<file path="config.mk">
export PLATFORM = sky130hd
export DESIGN_NAME = mips_encoder
export DESIGN_NICKNAME = d
export VERILOG_FILES = /design/src/rtl/mips_pkg.sv /design/src/rtl/mips_word_pack.sv /design/src/rtl/mips_encoder.sv
export SDC_FILE = /design/constraint.sdc
export NUM_CORES = 1
export LEC_CHECK = 0
export ABC_AREA = 0
export CELL_PAD_IN_SITES_DETAIL_PLACEMENT = 0
export CELL_PAD_IN_SITES_GLOBAL_PLACEMENT = 2
export CORE_MARGIN = 2
export CORE_UTILIZATION = 32
export CTS_BUF_LIST = sky130_fd_sc_hd__clkbuf_4 sky130_fd_sc_hd__clkbuf_8
export CTS_CLUSTER_DIAMETER = 30
export DETAILED_ROUTE_END_ITERATION = 6
export DONT_BUFFER_PORTS = 1
export PLACE_DENSITY_LB_ADDON = 0.05
export SLEW_MARGIN = 20
export SYNTH_ARGS = -nofsm -noshare
export SYNTH_HDL_FRONTEND = slang
export SYNTH_SLANG_ARGS = --single-unit
</file>
<file path="constraint.sdc">
create_clock -name clock -period 1.5 [get_ports clock]
set_input_delay 0.075 -clock clock [delete_from_list [all_inputs] [get_ports clock]]
set_output_delay 0.075 -clock clock [all_outputs]
set_load 0.02 [all_outputs]
</file>
<file path="src/rtl/mips_pkg.sv">
// mips_pkg: shared constants for the MIPS instruction encoder.
//   - cmd_op command codes (5-bit) accepted on the command port
//   - 6-bit primary opcodes and R-type function codes
//   - encoder FSM state encoding
//   - r_word(): packs an R-type instruction word
package mips_pkg;

  // Command codes presented on cmd_op; 21..31 are illegal.
  localparam logic [4:0] OP_ADD  = 5'd0;
  localparam logic [4:0] OP_SUB  = 5'd1;
  localparam logic [4:0] OP_AND  = 5'd2;
  localparam logic [4:0] OP_OR   = 5'd3;
  localparam logic [4:0] OP_XOR  = 5'd4;
  localparam logic [4:0] OP_SLL  = 5'd5;
  localparam logic [4:0] OP_SRL  = 5'd6;
  localparam logic [4:0] OP_SRA  = 5'd7;
  localparam logic [4:0] OP_JR   = 5'd8;
  localparam logic [4:0] OP_HAMD = 5'd9;
  localparam logic [4:0] OP_ADDI = 5'd10;
  localparam logic [4:0] OP_ANDI = 5'd11;
  localparam logic [4:0] OP_ORI  = 5'd12;
  localparam logic [4:0] OP_XORI = 5'd13;
  localparam logic [4:0] OP_LW   = 5'd14;
  localparam logic [4:0] OP_SW   = 5'd15;
  localparam logic [4:0] OP_BEQ  = 5'd16;
  localparam logic [4:0] OP_BNE  = 5'd17;
  localparam logic [4:0] OP_LUI  = 5'd18;
  localparam logic [4:0] OP_J    = 5'd19;
  localparam logic [4:0] OP_JAL  = 5'd20;

  // Primary opcodes (instruction bits [31:26]).
  localparam logic [5:0] OPC_RTYPE = 6'h00;
  localparam logic [5:0] OPC_J     = 6'h02;
  localparam logic [5:0] OPC_JAL   = 6'h03;
  localparam logic [5:0] OPC_BEQ   = 6'h04;
  localparam logic [5:0] OPC_BNE   = 6'h05;
  localparam logic [5:0] OPC_ADDI  = 6'h08;
  localparam logic [5:0] OPC_ANDI  = 6'h0C;
  localparam logic [5:0] OPC_ORI   = 6'h0D;
  localparam logic [5:0] OPC_XORI  = 6'h0E;
  localparam logic [5:0] OPC_LUI   = 6'h0F;
  localparam logic [5:0] OPC_LW    = 6'h23;
  localparam logic [5:0] OPC_SW    = 6'h2B;

  // R-type function codes (instruction bits [5:0]).
  localparam logic [5:0] FN_SLL  = 6'h00;
  localparam logic [5:0] FN_SRL  = 6'h02;
  localparam logic [5:0] FN_SRA  = 6'h03;
  localparam logic [5:0] FN_JR   = 6'h08;
  localparam logic [5:0] FN_ADD  = 6'h20;
  localparam logic [5:0] FN_SUB  = 6'h22;
  localparam logic [5:0] FN_AND  = 6'h24;
  localparam logic [5:0] FN_OR   = 6'h25;
  localparam logic [5:0] FN_XOR  = 6'h26;
  localparam logic [5:0] FN_HAMD = 6'h27;

  typedef enum logic [1:0] {
    ST_IDLE  = 2'd0,
    ST_WRITE = 2'd1,
    ST_DONE  = 2'd2,
    ST_FULL  = 2'd3
  } state_e;

  function automatic logic [31:0] r_word(input logic [4:0] rs, input logic [4:0] rt,
                                         input logic [4:0] rd, input logic [4:0] shamt,
                                         input logic [5:0] func);
    return {OPC_RTYPE, rs, rt, rd, shamt, func};
  endfunction

endpackage

</file>
<file path="src/rtl/mips_word_pack.sv">
// mips_word_pack: combinational packing of one command into a 32-bit MIPS word.
// Ports:
//   op_i      [4:0]  command code
//   rs_i/rt_i/rd_i [4:0] register fields
//   imm_i     [15:0] immediate (bits [4:0] are shamt for shifts)
//   target_i  [25:0] jump target
//   word_o    [31:0] encoded instruction (0 when illegal)
//   illegal_o        command code outside the supported set
module mips_word_pack
  import mips_pkg::*;
(
  input  logic [4:0]  op_i,
  input  logic [4:0]  rs_i,
  input  logic [4:0]  rt_i,
  input  logic [4:0]  rd_i,
  input  logic [15:0] imm_i,
  input  logic [25:0] target_i,
  output logic [31:0] word_o,
  output logic        illegal_o
);

  // Field packing per command class; unused fields are forced to zero.
  always_comb begin
    word_o    = 32'd0;
    illegal_o = 1'b0;
    case (op_i)
      OP_ADD:  word_o = r_word(rs_i, rt_i, rd_i, 5'd0, FN_ADD);
      OP_SUB:  word_o = r_word(rs_i, rt_i, rd_i, 5'd0, FN_SUB);
      OP_AND:  word_o = r_word(rs_i, rt_i, rd_i, 5'd0, FN_AND);
      OP_OR:   word_o = r_word(rs_i, rt_i, rd_i, 5'd0, FN_OR);
      OP_XOR:  word_o = r_word(rs_i, rt_i, rd_i, 5'd0, FN_XOR);
      OP_HAMD: word_o = r_word(rs_i, rt_i, rd_i, 5'd0, FN_HAMD);
      // Shifts take their amount from imm[4:0] and ignore rs.
      OP_SLL:  word_o = r_word(5'd0, rt_i, rd_i, imm_i[4:0], FN_SLL);
      OP_SRL:  word_o = r_word(5'd0, rt_i, rd_i, imm_i[4:0], FN_SRL);
      OP_SRA:  word_o = r_word(5'd0, rt_i, rd_i, imm_i[4:0], FN_SRA);
      OP_JR:   word_o = r_word(rs_i, 5'd0, 5'd0, 5'd0, FN_JR);
      OP_ADDI: word_o = {OPC_ADDI, rs_i, rt_i, imm_i};
      OP_ANDI: word_o = {OPC_ANDI, rs_i, rt_i, imm_i};
      OP_ORI:  word_o = {OPC_ORI,  rs_i, rt_i, imm_i};
      OP_XORI: word_o = {OPC_XORI, rs_i, rt_i, imm_i};
      OP_LW:   word_o = {OPC_LW,   rs_i, rt_i, imm_i};
      OP_SW:   word_o = {OPC_SW,   rs_i, rt_i, imm_i};
      OP_BEQ:  word_o = {OPC_BEQ,  rs_i, rt_i, imm_i};
      OP_BNE:  word_o = {OPC_BNE,  rs_i, rt_i, imm_i};
      OP_LUI:  word_o = {OPC_LUI,  5'd0, rt_i, imm_i};
      OP_J:    word_o = {OPC_J,   target_i};
      OP_JAL:  word_o = {OPC_JAL, target_i};
      default: illegal_o = 1'b1;
    endcase
  end

endmodule

</file>
<file path="src/rtl/mips_encoder.sv">
// mips_encoder: accepts encoding commands one at a time and writes the packed
// MIPS words to consecutive instruction-memory addresses starting at BASE_ADDR.
// Ports:
//   clock, reset          rising-edge clock, synchronous active-high reset
//   start                 restart program at BASE_ADDR (clears count, leaves DONE/FULL)
//   cmd_valid/cmd_ready   command handshake (ready only in IDLE)
//   cmd_op, cmd_rs/rt/rd, cmd_imm, cmd_target, cmd_last   command payload
//   imem_we/addr/data     instruction-memory write port (one-cycle pulse)
//   done, full, err       status: program ended, DEPTH reached, illegal command
//   count [6:0]           words written since start or reset
module mips_encoder
  import mips_pkg::*;
#(
  parameter logic [31:0] BASE_ADDR = 32'h0000_0000,
  parameter int          DEPTH     = 64
) (
  input  logic        clock,
  input  logic        reset,
  input  logic        start,
  input  logic        cmd_valid,
  output logic        cmd_ready,
  input  logic [4:0]  cmd_op,
  input  logic [4:0]  cmd_rs,
  input  logic [4:0]  cmd_rt,
  input  logic [4:0]  cmd_rd,
  input  logic [15:0] cmd_imm,
  input  logic [25:0] cmd_target,
  input  logic        cmd_last,
  output logic        imem_we,
  output logic [31:0] imem_addr,
  output logic [31:0] imem_data,
  output logic        done,
  output logic        full,
  output logic        err,
  output logic [6:0]  count
);

  state_e      state_q, state_d;
  logic [6:0]  count_q, count_d;
  logic [31:0] word_q, word_d;
  logic        last_q, last_d;
  logic        err_q, err_d;

  logic [31:0] packed_word_s;
  logic        illegal_s;

  mips_word_pack u_pack (
    .op_i      (cmd_op),
    .rs_i      (cmd_rs),
    .rt_i      (cmd_rt),
    .rd_i      (cmd_rd),
    .imm_i     (cmd_imm),
    .target_i  (cmd_target),
    .word_o    (packed_word_s),
    .illegal_o (illegal_s)
  );

  // State and datapath registers; reset clears everything, including an in-flight write.
  always_ff @(posedge clock) begin
    if (reset) begin
      state_q <= ST_IDLE;
      count_q <= 7'd0;
      word_q  <= 32'd0;
      last_q  <= 1'b0;
      err_q   <= 1'b0;
    end else begin
      state_q <= state_d;
      count_q <= count_d;
      word_q  <= word_d;
      last_q  <= last_d;
      err_q   <= err_d;
    end
  end

  // Next-state logic. start overrides the handshake; the WRITE cycle's
  // imem_we is driven by the current state, so a start there still lets the write out.
  always_comb begin
    state_d = state_q;
    count_d = count_q;
    word_d  = word_q;
    last_d  = last_q;
    err_d   = 1'b0;
    if (start) begin
      state_d = ST_IDLE;
      count_d = 7'd0;
    end else begin
      case (state_q)
        ST_IDLE: begin
          if (cmd_valid) begin
            if (illegal_s) begin
              err_d = 1'b1;
            end else begin
              word_d  = packed_word_s;
              last_d  = cmd_last;
              state_d = ST_WRITE;
            end
          end else begin
            state_d = ST_IDLE;
          end
        end
        ST_WRITE: begin
          count_d = count_q + 7'd1;
          if (last_q) begin
            state_d = ST_DONE;
          end else if ((count_q + 7'd1) == 7'(DEPTH)) begin
            state_d = ST_FULL;
          end else begin
            state_d = ST_IDLE;
          end
        end
        ST_DONE: state_d = ST_DONE;
        ST_FULL: state_d = ST_FULL;
        default: state_d = ST_IDLE;
      endcase
    end
  end

  assign cmd_ready = (state_q == ST_IDLE);
  assign imem_we   = (state_q == ST_WRITE);
  assign imem_addr = BASE_ADDR + {23'd0, count_q, 2'b00};
  assign imem_data = word_q;
  assign done      = (state_q == ST_DONE);
  assign full      = (state_q == ST_FULL);
  assign err       = err_q;
  assign count     = count_q;

endmodule

</file>
Word-level counts from Yosys, hierarchy flattened
Index checks and enable logic that the tools add are counted.

cells by class
  order comparisons = 0
  equal/unequal tests = 25
  bitwise operators = 3
  reduce and logical (&&, ||, !) cells = 6
  add/sub/neg operators = 1
  shift operators = 0
  multipliers = 0
  div/mod/pow operators = 0
  muxes and demuxes = 7

operators by type and width
  cell                   count
  $pmux W32 S21          1
  $eq A5 B4 Y1 const B   8
  $eq A5 B5 Y1 const B   5
  $reduce_or A21 Y1      1
  $eq A5 B3 Y1 const B   4
  $eq A5 B2 Y1 const B   2
  $mux W2                4
  $pmux W2 S4            1
  $add A7 B1 Y7 const B  1
  $eq A7 B7 Y1 const B   1
  $eq A5 B1 Y1 const B   1
  $logic_not A5 Y1       1
  $eq A2 B2 Y1 const B   2
  $reduce_and A4 Y1      1
  $reduce_or A4 Y1       1
  $ne A3 B3 Y1 const B   1
  $not A1 Y1             3
  $eq A2 B1 Y1 const B   1
  $logic_not A2 Y1       1
  $reduce_or A2 Y1       1
  $mux W1                1

word-level totals
  memory bits (read-only) = 0
  memories = 0
  register bits after elaboration = 43
  RAM bits = 0
  word-level logic and storage cells = 47
  output and inout bits = 76
  input port bits = 67
  latch bits = 0

Depth between registers and ports, before layout
Gate-level depths: netlist of the first run.

  word-level depth = 5
  gate-level depth with buffers = 7
  depth with buffers taken out = 5

Hierarchy
Synthesis of the first run repeated with hierarchy kept, for this count alone.

second synthesis, totals
  cell total of the unflattened synthesis = 345
  area total of the unflattened synthesis = 2672.6 um2

by module, submodules not included
  module          area an instance (um2)  times used  cells each  sequential area each (um2)
  mips_encoder    1914.3                  1           233         860.8
  mips_word_pack  758.2                   1           112         0.0

Least setup slack after synthesis of the first run
OpenSTA, ideal clock, no wires.

  path type = register to register
  from = register state_q[1]
  to = register word_q[2] (netlist: imem_data[2])
  arrival = 1.419 ns
  setup time = 0.143 ns
  data required time = 1.357 ns
  clock period less this slack = 1.562 ns
  cell stages (with the launch flop) = 6
  setup slack = -0.062 ns
  path buffers = 1
  path through = dfxtp_1 > or3b_4 > or2_2 > nor2_4 > buf_6 > a311oi_1

between the ends
  word-level cells in the longest chain between the ends = 2

RTL lines
  element                             line                source
  start: declaration                  mips_encoder.sv:38  state_e state_q, state_d;
  start signal: assignment            mips_encoder.sv:67  state_q <= state_d;
  $logic_not A2 Y1                    mips_encoder.sv:87  case (state_q)
  $reduce_and A4 Y1 (no source line)  -
  end signal: assignment              mips_encoder.sv:69  word_q <= word_d;
  end: declaration                    mips_encoder.sv:40  logic [31:0] word_q, word_d;

No other way between the ends.
A chain may end at the register's enable or synchronous reset.

Worst setup path in the final report of the first run
  from = register state_q[1]
  to = register word_q[1] (netlist: imem_data[1])

Same word-level chain as after synthesis.

==> impl_metrics.yaml, run 1 <==
setup_path:
  critPathMaxStageDelay_ps: 390
  startpoint_type: "register"
  cp_max_fo: 6
  path_buf_inv: 2
  crit_path_end_kind: "register"
  cp_top_family: "simple AND/OR/NAND/NOR gates"
  crit_chain: "or3b_4, or2_4, nor2_4, buf_6, buf_12, a311oi_1"
  cp_data_required_time_ps: 1670
  cpMaxStageDelayCell: "or3b_4"
  criticalPathCategory: "reg2reg"
  cp.arrival_ps: 1760
route:
  drt.antenna.violating_nets: 0
  drc: 0
  dr_wl_met3_um: 599
  met2WireLength_um: 3747
  routed.top_layer: "met4"
  wirelength_um: 8157
  drtPass1Iterations: 5
  drtIter0Drc: 118
  vias_per_cell: 5.508
  vias: 2275
  wl_per_cell_um: 19.75
  met1_length_um: 3663
pwr:
  clockPowerShare_pct: 30.4
  power_switching_uw: 818.2
  ir_drop_uv: 259.5
  total_power_uw: 2601
  power.density_mw_per_mm2: 858.5
  leakage_uw: 0.001022
  switching_share_pct: 31.46
  intPower_uw: 1782
  pwr-share-comb_pct: 20.6
  seq_power_share_pct: 49.0
synthesis:
  synth_top_area_share_pct: 31.13
  synth_cell_types: 51
  yosysSeqAreaShare_pct: 31.13
  synthArstFlopShare_pct: 0
  syn-mean-instance-area_sq_um: 8.975
  synth_seq_cells: 42
  synth.area.top_cells: "dfxtp_1 (31%), buf_4 (9.7%), a21oi_1 (7.6%)"
  synth_area_leader_cell: "dfxtp_1"
  synth_cells: 301
  ys.flop_type: "dfxtp_1"
  yosys_warnings: 0
  netlist_area_sq_mm: 0.002701
  synth_edf_count: 0
clock_tree:
  cts_tree: "done"
  clk_latency_ps: 290
  cts-root-buf: "clkbuf_8"
  clk_path_buf_depth: 2
  cts_inserted_buffers: 5
  path_clk_slew_ps: 80
  cts.sinks: 42
  htree_levels: 2
flow_run:
  drv_cap: 0
placement:
  gp_congestion: 0.7547
  place_ws_ps: -74.37
  io_buffers: 0
  hpwl_um: 5446
sta:
  setup_viol: 30
  holdWs_ps: 18.64
  fin_ws_ps: -90.94
  fin_setup_tns_ps: -1485
  rsz0062_at_grt: "true"
  period_share_pct: 106.1
  worst_pin_slew_ps: 747.0
  fin_skew_ps: 6.699
  slew-limit-headroom_pct: 49.91
  hold_viol: 0
  period_needed_ps: 1591
  slew_viol_final: 0
  clock.fmax_mhz: 628.6
layout:
  mostFrequentLayoutCells: "a21oi_1 (39), dfxtp_1 (38), conb_1 (26)"
  num_antenna_cells: 0
  num-nets-final: 375
  area_growth_syn_to_layout_pct: 12.14
  mostFrequentLayoutCell: "a21oi_1"
  drive_gt1_share_pct: 25.32
outcome:
  violations: "negative setup slack"
  status: "finished, violations left"
die:
  die-area_sq_mm: 0.009193
  core_area_sq_mm: 0.008217
  dieWidth_um: 95.88
  io_pins: 143
  die_y_um: 95.88
  fp-row-count: 33
  start_util_pct: 32.88
global_routing:
  grt_antenna_before_repair: 0
  grt_max_degree: 33
  grt_pass1_wl_um: 12140
  grt_pass1_vias: 2117
  overflow: 0
  grt.total_usage_pct: 17.45
worst_hold_path:
  hp-class: "in2reg"
==> stage by stage <==
step / cells / utilization, % / instance area (sq um)
floorplan: 326 / - / 2801
global route: 413 / 36.87 / 3029
finish: 413 / 36.87 / 3029
global placement: 395 / 33.35 / 2740
detailed placement: 395 / 33.35 / 2740
CTS: 414 / 36.74 / 3019
==> routing by layer <==
| layer | up-vias | track usage (%) |
|---|---|---|
| met2 | 86 | 26.98 |
| met5 | - | 0 |
| met4 | 0 | 5.595 |
| met1 | 1085 | 23.63 |
| met3 | 10 | 4.620 |
| li1 | 1094 | - |
==> final timing paths <==
| check | startpoint | endpoint | slack [ps] | cells after the start |
|---|---|---|---|---|
| hold reg to reg | last_q$_SDFFE_PP0P_ | last_q$_SDFFE_PP0P_ | 530 | 2 |
| setup / recovery | state_q[1]$_SDFFE_PP0P_ | imem_data[1]$_SDFFE_PP0P_ | -90 | 6 |
| hold / removal | cmd_imm[0] | imem_data[0]$_SDFFE_PP0P_ | 20 | 2 |
| setup reg to reg | state_q[1]$_SDFFE_PP0P_ | imem_data[1]$_SDFFE_PP0P_ | -90 | 6 |
==> cells in the mapped netlist (2+ instances only) <==
cell type	n
a211oi_1	12
a211oi_2	15
a21oi_1	41
a222oi_1	11
a22oi_1	6
a311oi_1	6
a32oi_1	7
and3_1	2
buf_2	13
buf_4	35
buf_6	7
clkbuf_1	5
dfxtp_1	42
inv_1	2
mux2i_1	3
nand2_1	9
nand2b_1	6
nand3b_1	2
nand4_1	4
nor2_1	13
nor2_4	2
nor2b_1	8
nor3_1	6
nor3b_1	3
o21a_1	2
o21ai_0	5
o22ai_1	2
o32ai_1	2
or2_2	2
or3b_4	2
xnor2_1	2
xor2_1	5
==> power by group through the flow <==
| stage | logic (uW) | registers (uW) | clock network, uW |
|---|---|---|---|
| after CTS | 537 | 1270 | 825 |
| after global placement | 463 | 1300 | 0 |
| final | 536 | 1270 | 791 |
| after floorplan | 471 | 1290 | 0 |
| after global routing | 585 | 1280 | 884 |
| after detailed placement | 465 | 1300 | 0 |
==> area by class of cell <==
cell class | count | area (sq um)
inverter | 2 | 7.507
tap | 105 | 131.4
clock buffer | 7 | 90.09
sequential | 42 | 845.8
multi-input combinational | 221 | 1568
timing repair buffer | 35 | 381.6
fill | 868 | 5187
clock inverter | 1 | 5.005
==> worst reg2reg max path: stages (launching register included) <==
cell	delay, ps
dfxtp_2	320
or3b_4	390
or2_4	250
nor2_4	150
buf_6	160
buf_12	120
a311oi_1	70
==> registers in the layout, summed over array words and instances, names as in the netlist <==
register   count
imem_data     31
count          7
state_q        2
err            1
last_q         1
==> logic make-up after synthesis <==
logic type | after synthesis | synth area share [%]
AO/OA/AOI/OAI | 118 | 33.77
AND/OR/NAND/NOR | 66 | 14.91
buffers and inverters | 63 | 16.21
flip-flops | 42 | 31.13
XOR/XNOR | 7 | 2.270
multiplexers | 3 | 1.112
adder cells (fa/ha/maj) | 1 | 0.4631
other | 1 | 0.1388
==> what timing repair did <==
action,4_1_cts,5_1_grt
gates cloned,2,0
buffers inserted,3,0
resized for setup,7,9
endpoints found under the setup margin,31,33
hold endpoints to repair,32,0
pin swaps,5,2
hold buffers,6,0
Power figures use the tool's default switching activity.
==> run 2: changes to the inputs <==
- BUFFER_PORTS_ARGS: unset -> -buffer_cell sky130_fd_sc_hd__buf_2
- CORE_UTILIZATION: 32 -> 25
- DONT_BUFFER_PORTS: 1 -> unset
- clock period: 1.5 -> 1.8 ns (I/O delays scaled with it)
==> run 2 against run 1 <==
  * The run now ends clean
  * Clock power shrank 16%
  * Total power is 12% lower
  * Via count is 15% higher
  * Worst hold slack improved by 37 ps
  * Register-to-register slack better by 240 ps
  * Core utilization is 3.8 points lower
  * Critical path type unchanged
  * Critical endpoint is now state_q[0]$_SDFFE_PP0P_
==> impl_metrics.yaml, run 2 (synthesis results as in run 1) <==
outcome:
  status: "finished, final reports clean"
pwr:
  ir_drop_uv: 317.6
  leakage_uw: 0.001463
  power.density_mw_per_mm2: 663.7
layout:
  num-nets-final: 479
  area_growth_syn_to_layout_pct: 27.56
  num_antenna_cells: 0
  mostFrequentLayoutCell: "buf_2"
  mostFrequentLayoutCells: "buf_2 (116), dfxtp_1 (42), a21oi_1 (41)"
  largest_register_ffs: 31
  drive_gt1_share_pct: 42.23
sta:
  fin_setup_tns_ps: 0
  fin_skew_ps: 6.943
  rsz0062_at_grt: "false"
  clock.fmax_mhz: 604.0
  hold_viol: 0
  fin_ws_ps: 144.5
  slew_viol_final: 0
  slew-limit-headroom_pct: 52.88
  period_needed_ps: 1656
  worst_pin_slew_ps: 699.4
  setup_viol: 0
  period_share_pct: 91.97
flow_run:
  drv_cap: 0
die:
  die-area_sq_mm: 0.01165
  core_area_sq_mm: 0.01042
  io_pins: 143
  fp-row-count: 37
  die_y_um: 108.0
  dieWidth_um: 108.0
  start_util_pct: 25.93
placement:
  gp_congestion: 0.7676
  io_buffers: 116
  hpwl_um: 6560
  place_ws_ps: 133.8
clock_tree:
  post_cts_buffers: 0
  hold_buffers: 0
  path_clk_slew_ps: 90
  cts-root-buf: "clkbuf_8"
  cts.sinks: 42
  htree_levels: 2
  clk_latency_ps: 290
  cts_tree: "done"
  cts_inserted_buffers: 5
  ctsResizeCount: 0
  clk_path_buf_depth: 2
global_routing:
  overflow: 0
  grt_pass1_vias: 2450
  grt_pass1_wl_um: 13530
  grt_antenna_before_repair: 0
  grt.total_usage_pct: 14.96
  grt_max_degree: 35
worst_hold_path:
  hold-path-endpoint: "last_q$_SDFFE_PP0P_"
  hold_start: "cmd_last"
  whs_path_depth: 3
  hp-class: "in2reg"
setup_path:
  cp_max_fo: 7
  crit_path_end_kind: "register"
  startpoint_type: "register"
  cp_data_required_time_ps: 2010
  r2r-end: "state_q[0]$_SDFFE_PP0P_"
  criticalPathCategory: "reg2reg"
  r2r_slack_ps: 140
  cp.arrival_ps: 1860
  worst-r2r-cell-count: 4
  regToRegStartpoint: "count[4]$_SDFFE_PP0P_"
route:
  wl_per_cell_um: 16.16
  wirelength_um: 8857
  vias_per_cell: 4.776
  drtPass1Iterations: 4
  drt.antenna.violating_nets: 0
  drtIter0Drc: 152
  drc: 0
  vias: 2617
==> run 2: layout make-up <==
type	count	area, sq um
timing repair buffer	139	815.8
inverter	2	7.507
tap	136	170.2
clock buffer	7	90.09
multi-input combinational	221	1516
fill	1175	6970
clock inverter	1	5.005
sequential	42	840.8
==> run 2: power breakdown <==
part / switching (uW) / internal (uW) / total [uW] / leakage [uW]
Sequential: 23.8 / 974 / 998 / 0.000343
Clock: 338 / 325 / 664 / 0.0000517
Combinational: 384 / 241 / 625 / 0.00107
==> run 2: layer usage <==
metal	part of all wire (%)	up-vias	track usage [%]
li1	-	1303	-
met3	6.2	6	2.893
met5	0	-	0
met1	47	1214	20.93
met2	46	94	23.45
met4	1.1	0	4.121
==> run 2: worst max path at each step <==
stage	cells after the start	slack, ps	to	startpoint
after global placement	5	160	imem_data[15]$_SDFFE_PP0P_	cmd_op[0]
after floorplan	5	240	imem_data[2]$_SDFFE_PP0P_	state_q[1]$_SDFFE_PP0P_
after detailed placement	5	130	imem_data[15]$_SDFFE_PP0P_	cmd_op[0]
after global routing	5	90	imem_data[5]$_SDFFE_PP0P_	state_q[1]$_SDFFE_PP0P_
after CTS	5	140	imem_data[5]$_SDFFE_PP0P_	state_q[1]$_SDFFE_PP0P_
final	4	140	state_q[0]$_SDFFE_PP0P_	count[4]$_SDFFE_PP0P_
==> run 2: stage by stage <==
stage	utilization (%)	hold WS (ps)	cell area, sq um	cells	total power (uW)
after floorplan	-	162.1	2795	326	1464
after global placement	32.17	363.6	3351	540	1652
after detailed placement	32.17	365.8	3351	540	1650
after CTS	33.08	49.33	3446	548	2327
after global routing	33.08	45.63	3446	548	2424
final	33.08	55.18	3446	548	2287
==> run 2: worst max-delay path, stage by stage, from the launching register on <==
cell	delay (ps)
dfxtp_1	380
or4b_1	540
mux2i_1	230
nand4_1	150
a311oi_1	260
==> run 3: changes to the inputs <==
- CORE_ASPECT_RATIO: unset -> 0.7
- RECOVER_POWER: unset -> 50
==> run 3 against run 2 <==
  * Clock power up 19%
  * Flip-flop and latch count stayed put
  * Final cell count decreased by 0.36%
  * Via count increased by 1.6%
  * Critical path depth rose by 1
  * Largest power group unchanged
==> impl_metrics.yaml, run 3 (synthesis results as in run 1) <==
global_routing:
  grt_pass1_vias: 2434
  grt_max_degree: 33
  overflow: 0
  grt.total_usage_pct: 15.17
  grt_pass1_wl_um: 13770
  grt_antenna_before_repair: 0
sta:
  period_needed_ps: 1702
  fin_skew_ps: 6.775
  period_share_pct: 94.56
  slew_viol_final: 0
  setup_viol: 0
  fin_setup_tns_ps: 0
  slew-limit-headroom_pct: 49.16
  fin_ws_ps: 98.00
  worst_pin_slew_ps: 754.6
  clock.fmax_mhz: 587.5
  rsz0062_at_grt: "false"
  hold_viol: 0
route:
  drc: 0
  vias_per_cell: 4.870
  wl_per_cell_um: 16.58
  wirelength_um: 9055
  drt.antenna.violating_nets: 0
  drtPass1Iterations: 5
  vias: 2659
  drtIter0Drc: 196
clock_tree:
  ctsResizeCount: 0
  cts_inserted_buffers: 5
  hold_buffers: 0
  clk_path_buf_depth: 2
  cts.sinks: 42
  cts_tree: "done"
  htree_levels: 2
  path_clk_slew_ps: 90
  post_cts_buffers: 0
  clk_latency_ps: 300
  cts-root-buf: "clkbuf_8"
setup_path:
  criticalPathCategory: "reg2reg"
  critPathMaxStageDelay_ps: 420
  cp_data_required_time_ps: 1970
  crit_chain: "or3b_4, or2_2, nor2_4, buf_4, a311oi_1"
  regToRegStartpoint: "state_q[0]$_SDFFE_PP0P_"
  cp_max_fo: 11
  worst-r2r-cell-count: 5
  r2r_slack_ps: 100
  r2r-end: "imem_data[5]$_SDFFE_PP0P_"
  cp.arrival_ps: 1870
  cpMaxStageDelayCell: "or3b_4"
  startpoint_type: "register"
  crit_path_end_kind: "register"
placement:
  hpwl_um: 6611
  io_buffers: 116
  place_ws_ps: 111.2
  gp_congestion: 0.7576
outcome:
  status: "finished, final reports clean"
layout:
  mostFrequentLayoutCells: "buf_2 (71), clkbuf_1 (45), dfxtp_1 (42)"
  num-nets-final: 481
  num_antenna_cells: 0
  drive_gt1_share_pct: 31.64
  area_growth_syn_to_layout_pct: 26.54
  mostFrequentLayoutCell: "buf_2"
  largest_register_ffs: 31
pwr:
  power.density_mw_per_mm2: 702.2
  ir_drop_uv: 257.3
  leakage_uw: 0.001293
die:
  io_pins: 143
  dieWidth_um: 128.2
  start_util_pct: 25.89
  die-area_sq_mm: 0.01167
  fp-row-count: 31
  die_y_um: 90.97
  core_area_sq_mm: 0.01043
worst_hold_path:
  hp-class: "in2reg"
  whs_path_depth: 3
  hold_start: "cmd_last"
  hold-path-endpoint: "last_q$_SDFFE_PP0P_"
flow_run:
  drv_cap: 0
[run 3: power breakdown]
part	internal (uW)	switching, uW
Combinational	227	387
Clock	446	342
Sequential	974	24.4
[run 3: area by class of cell]
cell class	count	area [sq um]
fill	1126	7015
multi-input combinational	221	1516
sequential	42	840.8
timing repair buffer	141	774.5
tap	132	165.2
clock buffer	7	83.83
clock inverter	1	30.03
inverter	2	7.507
[run 3: worst max-delay path, delay by kind of cell, from the launching register on]
family	cells	cell delay [ps]
simple gates	3	880
flops	1	360
compound gates	1	110
buf+inv	1	220
[run 3: how the worst max path moves through the flow]
stage	startpoint	cells after the start	end
floorplan	state_q[1]$_SDFFE_PP0P_	5	imem_data[2]$_SDFFE_PP0P_
global placement	state_q[0]$_SDFFE_PP0P_	5	imem_data[5]$_SDFFE_PP0P_
detailed placement	state_q[0]$_SDFFE_PP0P_	5	imem_data[5]$_SDFFE_PP0P_
CTS	state_q[0]$_SDFFE_PP0P_	5	imem_data[5]$_SDFFE_PP0P_
global route	state_q[0]$_SDFFE_PP0P_	5	imem_data[5]$_SDFFE_PP0P_
finish	state_q[0]$_SDFFE_PP0P_	5	imem_data[5]$_SDFFE_PP0P_
[run 3: per-layer routing]
layer  up-vias  GRT usage [%]  share of wire (%)
li1       1312              -                  -
met1      1239          23.41                 53
met2       103          21.14                 40
met3         5          3.182                6.3
met4         0          3.571               0.73
met5         -              0                  0
[run 3: through the flow]
stage	hold WS (ps)	instance area (sq um)	instances	total power [uW]	util [%]
2_1_floorplan	162.1	2795	326	1464	-
3_3_place_gp	355.4	3361	538	1647	32.21
3_5_place_dp	368.9	3361	538	1648	32.21
4_1_cts	26.37	3475	546	2444	33.30
5_1_grt	28.70	3418	546	2523	32.76
6_report	41.23	3418	546	2400	32.76
